## config.mk

```make
export PLATFORM = sky130hd
export DESIGN_NAME = cond_sel_seq
export DESIGN_NICKNAME = d
export VERILOG_FILES = /design/src/rtl/mcu_pkg.sv /design/src/rtl/cond_sel_seq_lane_mux.sv /design/src/rtl/cond_sel_seq.sv
export SDC_FILE = /design/constraint.sdc
export NUM_CORES = 1
export LEC_CHECK = 0
export ABC_AREA = 1
export CAP_MARGIN = 40
export CORE_UTILIZATION = 27
export DETAILED_ROUTE_END_ITERATION = 8
export GPL_TIMING_DRIVEN = 0
export SLEW_MARGIN = 20
export SYNTH_ARGS = -nofsm -noshare
export SYNTH_HDL_FRONTEND = slang
export SYNTH_SLANG_ARGS = --single-unit
```

## constraint.sdc

```tcl
create_clock -name clk -period 5.1 [get_ports clk]
set_input_delay 1.53 -clock clk [delete_from_list [all_inputs] [get_ports clk]]
set_output_delay 1.53 -clock clk [all_outputs]
set_load 0.01 [all_outputs]
```

## src/rtl/mcu_pkg.sv

```systemverilog
// Shared encodings for the MCU condition selector: request modes and FSM states.
package mcu_pkg;

  typedef enum logic [1:0] {
    MODE_PASS = 2'd0,
    MODE_INV  = 2'd1,
    MODE_WAIT = 2'd2,
    MODE_RSVD = 2'd3
  } mode_e;

  typedef enum logic [1:0] {
    IDLE = 2'd0,
    WAIT = 2'd1,
    RESP = 2'd2
  } state_e;

endpackage

```

## src/rtl/cond_sel_seq_lane_mux.sv

```systemverilog
// Combinational lane selector; out-of-range selects yield zero and in_range_o = 0.
module lane_mux #(
  parameter int SEL_W  = 4,
  parameter int NUM_IN = 16,
  parameter int DATA_W = 1
) (
  input  logic [SEL_W-1:0]         sel_i,
  input  logic [NUM_IN*DATA_W-1:0] flags_i,
  output logic [DATA_W-1:0]        lane_o,
  output logic                     in_range_o
);

  always_comb begin
    lane_o = '0;
    for (int i = 0; i < NUM_IN; i++) begin
      if (sel_i == SEL_W'(i)) lane_o = flags_i[i*DATA_W +: DATA_W];
    end
  end

  assign in_range_o = ({1'b0, sel_i} < (SEL_W+1)'(NUM_IN));

endmodule

```

## src/rtl/cond_sel_seq.sv

```systemverilog
// Registered flag-lane selector with PASS/INV/WAIT modes, wait timeout and
// valid/ready request and response handshakes.
module cond_sel_seq
  import mcu_pkg::*;
#(
  parameter int SEL_W  = 4,
  parameter int NUM_IN = 16,
  parameter int DATA_W = 1,
  parameter int TMO_W  = 8
) (
  input  logic                     clk,
  input  logic                     rst,
  input  logic                     req_valid,
  output logic                     req_ready,
  input  logic [SEL_W-1:0]         req_sel,
  input  logic [1:0]               req_mode,
  input  logic [TMO_W-1:0]         req_tmo,
  input  logic [NUM_IN*DATA_W-1:0] flags,
  output logic                     resp_valid,
  input  logic                     resp_ready,
  output logic [DATA_W-1:0]        resp_data,
  output logic                     resp_err,
  output logic                     resp_tmo
);

  state_e              state_q, state_d;
  logic [SEL_W-1:0]    sel_q, sel_d;
  mode_e               mode_q, mode_d;
  logic [TMO_W-1:0]    tmo_q, tmo_d;
  logic [TMO_W-1:0]    cnt_q, cnt_d;
  logic [DATA_W-1:0]   data_q, data_d;
  logic                err_q, err_d;
  logic                rtmo_q, rtmo_d;

  logic [SEL_W-1:0]    mux_sel;
  logic [DATA_W-1:0]   lane;
  logic                in_range;
  mode_e               req_mode_e;

  // While idle the mux follows the incoming request; afterwards the latched lane.
  assign mux_sel    = (state_q == IDLE) ? req_sel : sel_q;
  assign req_mode_e = mode_e'(req_mode);

  lane_mux #(
    .SEL_W (SEL_W),
    .NUM_IN(NUM_IN),
    .DATA_W(DATA_W)
  ) u_lane_mux (
    .sel_i     (mux_sel),
    .flags_i   (flags),
    .lane_o    (lane),
    .in_range_o(in_range)
  );

  always_comb begin
    state_d = state_q;
    sel_d   = sel_q;
    mode_d  = mode_q;
    tmo_d   = tmo_q;
    cnt_d   = cnt_q;
    data_d  = data_q;
    err_d   = err_q;
    rtmo_d  = rtmo_q;
    unique case (state_q)
      IDLE: begin
        if (req_valid) begin
          sel_d  = req_sel;
          mode_d = req_mode_e;
          tmo_d  = req_tmo;
          cnt_d  = '0;
          if (req_mode_e == MODE_WAIT && in_range) begin
            state_d = WAIT;
          end else begin
            state_d = RESP;
            rtmo_d  = 1'b0;
            err_d   = !in_range || (req_mode_e == MODE_RSVD);
            if (!in_range)                    data_d = '0;
            else if (req_mode_e == MODE_INV)  data_d = ~lane;
            else                              data_d = lane;
          end
        end
      end
      WAIT: begin
        if (mode_q != MODE_WAIT) begin
          // Unreachable in normal operation; recover with an error response.
          state_d = RESP;
          data_d  = '0;
          err_d   = 1'b1;
          rtmo_d  = 1'b0;
        end else if (lane != '0) begin
          state_d = RESP;
          data_d  = lane;
          err_d   = 1'b0;
          rtmo_d  = 1'b0;
        end else if (tmo_q != '0 && cnt_q == tmo_q - TMO_W'(1)) begin
          state_d = RESP;
          data_d  = '0;
          err_d   = 1'b0;
          rtmo_d  = 1'b1;
        end else if (cnt_q != {TMO_W{1'b1}}) begin
          cnt_d = cnt_q + TMO_W'(1);
        end
      end
      RESP: begin
        if (resp_ready) state_d = IDLE;
      end
      default: state_d = IDLE;
    endcase
  end

  always_ff @(posedge clk) begin
    if (rst) begin
      state_q <= IDLE;
      sel_q   <= '0;
      mode_q  <= MODE_PASS;
      tmo_q   <= '0;
      cnt_q   <= '0;
      data_q  <= '0;
      err_q   <= 1'b0;
      rtmo_q  <= 1'b0;
    end else begin
      state_q <= state_d;
      sel_q   <= sel_d;
      mode_q  <= mode_d;
      tmo_q   <= tmo_d;
      cnt_q   <= cnt_d;
      data_q  <= data_d;
      err_q   <= err_d;
      rtmo_q  <= rtmo_d;
    end
  end

  assign req_ready  = (state_q == IDLE);
  assign resp_valid = (state_q == RESP);
  assign resp_data  = data_q;
  assign resp_err   = err_q;
  assign resp_tmo   = rtmo_q;

endmodule

```

==> reports/results.env <==
SETUP_VIOLATIONS_FINAL=0
GRT_UTIL_MET1_PCT=15.86
HOLD_VIOLATIONS=0
SYN-CELL-AREA_UM2=1863
SETUP.WORST_PATH.START_CLASS='primary input'
CLOCKROOTBUFFER='sky130_fd_sc_hd__clkbuf_8'
POST_DRT_WL_PER_CELL_UM=10.81
PLACED_CELL_AREAS_UM2=2330
TIMING.FINAL.CRIT_PERIOD_NS=3.252
SYNTH_FP_NETS=332
FINALCLOCKSKEW_NS=0.004802
POST_CTS_RESIZE_COUNT=0
SYNTH_FF_TYPE='sky130_fd_sc_hd__dfxtp_1'
SYNTH_AREA_LEADERS='sky130_fd_sc_hd__dfxtp_1 (29%), sky130_fd_sc_hd__nand2_1 (13%), sky130_fd_sc_hd__inv_1 (9.1%)'
WORST_SETUP_HOLD_PATH_CLK_SLEW_NS=0.10
DIEHEIGHT_UM=85.07
POWER-PER-CELL-AREA_nW_PER_UM2=273.8
FINISH.NET_COUNT=374
AREA_GROWTH_PCT=27.67
CELL_FAMILY_CONTRIBUTING_THE_MOST_DELAY_ON_THE_CRITICAL_PATH='simple AND/OR/NAND/NOR gates'
CLOCK_PATH_BUFFERS=2
CRIT_PATH_TOP_DELAY_CELL='sky130_fd_sc_hd__clkdlybuf4s50_1'
ANTENNA_VIOLATING_NETS_REMAINING=0
MOST_COMMON_CELL_IN_THE_NETLIST='sky130_fd_sc_hd__nand2_1'
PLACE.GP.CONGESTION=0.8558
ROUTE.DETAILED.DRC=0
CTS.HTREE.LEVELS=1
SYNTH_AREA_PER_CELL_UM2=6.315
GRT-BUSIEST-LAYER='met2'
FIRST_ITER_VIOLATIONS=50
WORST_EP_REQUIRED_TIME_NS=5.29
RESULT_OF_THE_RUN='completed'
CHIPWIDTH_UM=85.07
FINAL.SETUP.TNS_NS=0
CLOCK_LATENCY_ON_THE_WORST_SKEW_PAIR_NS=0.28
LAYOUT_WORST_PATH_CYCLE_SHARE_PCT=63.76
TIMING.SETUP.CRITICAL_PATH_CLASS='primary input to flip-flop'
GRTUSAGETOTAL_PCT=12.80
SETUP_REPAIR_AFTER_GLOBAL_ROUTING_MISSED_ITS_MARGIN='false'
VDD.IR_DROP.WORST_mV=0.09850
CTS_TREE='done'
CRIT_CHAIN='clkdlybuf4s50_1 -> inv_1 -> nand2_2 -> nand2_2 -> nor2_2 -> nand2_1 -> o21ai_1 -> a21oi_1 -> nand2_1 -> nand4_2 -> nand2_4 -> nand3_2 -> nand3_2 -> nand2_1 -> nand2_1 -> nor2_1'
WORST-PATH-MAX-FANOUT=7
LENGTH_OF_THE_FIRST_DETAILED_ROUTING_PASS_IN_ITERATIONS=4
GLOBAL_ROUTE.USAGE.MET3_PCT=2.140
N_ANTENNA_CELL=0
START_UTIL_PCT=28.68
ANTENNA_FOUND_INITIAL=0
HOLDCRITPATHCLASS='flip-flop to flip-flop'
ASYNC_FLOP_SHARE_PCT=0
POSTLAYOUTCELLAREA_UM2=2379
GRT_PASS1_VIAS=1750
POST_ROUTE_CELLS_DRIVE_ABOVE_1_SHARE_PCT=6.845
CTS_SETUP_BUFFERS=0
PLACE.DETAILED.HPWL_MM=3.479
VIA_COUNT=1888
DETAIL_ROUTE.VIAS_PER_CELL=4.571
PORT_BUFFERS=37
WIRE_LENGTH_REPORTED_BY_THE_DETAILED_ROUTER_MM=4.466
SYNTH.YOSYS.SEQ_AREA_SHARE_PCT=29.01
MAX_SLEW_MARGIN_PCT=62.91
YOSYS_REGISTER_BITS=27
MET2_TRACK_DEMAND_OVER_RESOURCE_PCT=22.58
GRT_FIRST_PASS_WIRELENGTH_MM=7.596
FP.COREAREA_UM2=6495
CTS_NUM_SINKS=27
YS_WARN_COUNT=0
ACHIEVABLE_FREQUENCY_MHz=307.5
GRT-OVFL-TOTAL=0
SYNTHCELLS=295
SYNTH_TOP_CELL_AREA_SHARE_PCT=29.01
SYNTH-EDFF-COUNT=0
FINAL.FILL_COUNT=675
FLOORPLAN.DIE_AREA_UM2=7236
WORSTPATHBUFFERINVERTERCOUNT=2
FINAL_MAX_SLEW_VIOL_COUNT=0
CRITICAL-PATH-MAX-STAGE-DELAY_NS=0.51
GRT_START_MAX_NET_PINS=17
IO_PINS=39
WORST_EP_ARRIVAL_TIME_NS=3.44
ENDPOINT_KIND='flip-flop'
YOSYS.CELL_TYPES.COUNT=29
POWER_uW=651.1
POST-SYNTH-TOP-AREA-CELL='sky130_fd_sc_hd__dfxtp_1'
MAX_SLEW.WORST_PIN.SLEW_NS=0.5543
POST_CTS_HOLD_BUFFER_COUNT=0
SYNTH.CELLS.MOST_FREQUENT='sky130_fd_sc_hd__nand2_1 (67), sky130_fd_sc_hd__inv_1 (45), sky130_fd_sc_hd__nor2_1 (42)'
LEAKAGE_COMPONENT_OF_THE_POWER_nW=1.018
ROWS=29
CAP_VIOL_MAX_COUNT=0
NUMCTSBUFFERS=3
CRIT_PATH_FREQUENT_CELL='sky130_fd_sc_hd__nand2_1'
[registers in the layout, summed over array words and instances (netlist names)]
register,flops
state_q,2
resp_err,1
tmo_q,8
cnt_q,8
sel_q,4
resp_tmo,1
resp_data,1
mode_q,2
[tightest hold or removal path, delay by kind of cell, from the launching register on]
kind                   cells  cell delay [ns]
DFF                        1             0.32
buffers and inverters      1             0.05
AOI/OAI and AO/OA          1             0.05
[through the flow]
stage	setup slack (ns)	hold slack, ns	cells	util [%]
floorplan	2.293	0.4301	295	-
global placement	1.568	0.4376	409	35.87
detailed placement	1.535	0.4398	409	35.87
CTS	1.835	0.4553	413	36.62
global route	1.666	0.4804	413	36.62
finish	1.848	0.4524	413	36.62
[final cells by class]
cell class | instances | area [um^2] | area share (%)
well taps | 77 | 96.34 | 4.051
clock buffers | 3 | 41.29 | 1.736
inverters | 47 | 176.4 | 7.417
repair buffers | 37 | 370.4 | 15.57
multi-input cells | 216 | 1127 | 47.40
flip-flops and latches | 27 | 540.5 | 22.72
plain buffers | 5 | 18.77 | 0.7891
clock inverters | 1 | 7.507 | 0.3156
[cells in the final DEF, fill, tap and decap left out, types with 2 or more instances in the layout]
| cell | count |
|---|---|
| sky130_fd_sc_hd__nand2_1 | 67 |
| sky130_fd_sc_hd__nand2_4 | 3 |
| sky130_fd_sc_hd__o21ai_0 | 21 |
| sky130_fd_sc_hd__inv_2 | 2 |
| sky130_fd_sc_hd__clkbuf_8 | 3 |
| sky130_fd_sc_hd__nand3_1 | 14 |
| sky130_fd_sc_hd__dfxtp_1 | 27 |
| sky130_fd_sc_hd__xor2_1 | 8 |
| sky130_fd_sc_hd__nand4_1 | 6 |
| sky130_fd_sc_hd__nor3b_1 | 2 |
| sky130_fd_sc_hd__clkbuf_1 | 5 |
| sky130_fd_sc_hd__o21ai_1 | 2 |
| sky130_fd_sc_hd__nand3_2 | 2 |
| sky130_fd_sc_hd__clkdlybuf4s50_1 | 37 |
| sky130_fd_sc_hd__nand2_2 | 5 |
| sky130_fd_sc_hd__inv_1 | 45 |
| sky130_fd_sc_hd__a21oi_1 | 19 |
| sky130_fd_sc_hd__nor2_1 | 42 |
| sky130_fd_sc_hd__nand4_4 | 2 |
| sky130_fd_sc_hd__ha_1 | 3 |
| sky130_fd_sc_hd__a31oi_1 | 2 |
| sky130_fd_sc_hd__xnor2_1 | 5 |
| sky130_fd_sc_hd__nor3_1 | 5 |
[power by group]
part           switching [mW]  total, mW  internal (mW)
Combinational           0.160      0.270          0.110
Sequential             0.0175      0.252          0.234
Clock                  0.0742      0.130         0.0556
[final timing paths]
path               endpoint  slack [ns]  cells past startpoint        from
setup / recovery  resp_data        1.85                     16  req_sel[0]
hold / removal     resp_tmo        0.45                      2    resp_tmo
setup reg to reg  resp_data        2.97                     14    tmo_q[0]
hold reg to reg    resp_tmo        0.45                      2    resp_tmo
[logic make-up (layout without fill, tap and decap cells)]
group	Yosys count	in the layout	synth area share [%]
flip-flops	27	27	29.01
buffers and inverters	52	93	10.48
AO/OA/AOI/OAI	48	48	13.63
AND/OR/NAND/NOR	152	152	38.75
adder cells (fa/ha/maj)	3	3	2.015
XOR/XNOR	13	13	6.112
[metal layers]
layer  up-vias  routed length, um
met2        37               2019
met5         -                  0
met1       833               2214
met3         4                192
met4         0                 40
li1       1014                  -
No activity file was read; power rests on OpenSTA's default activity.
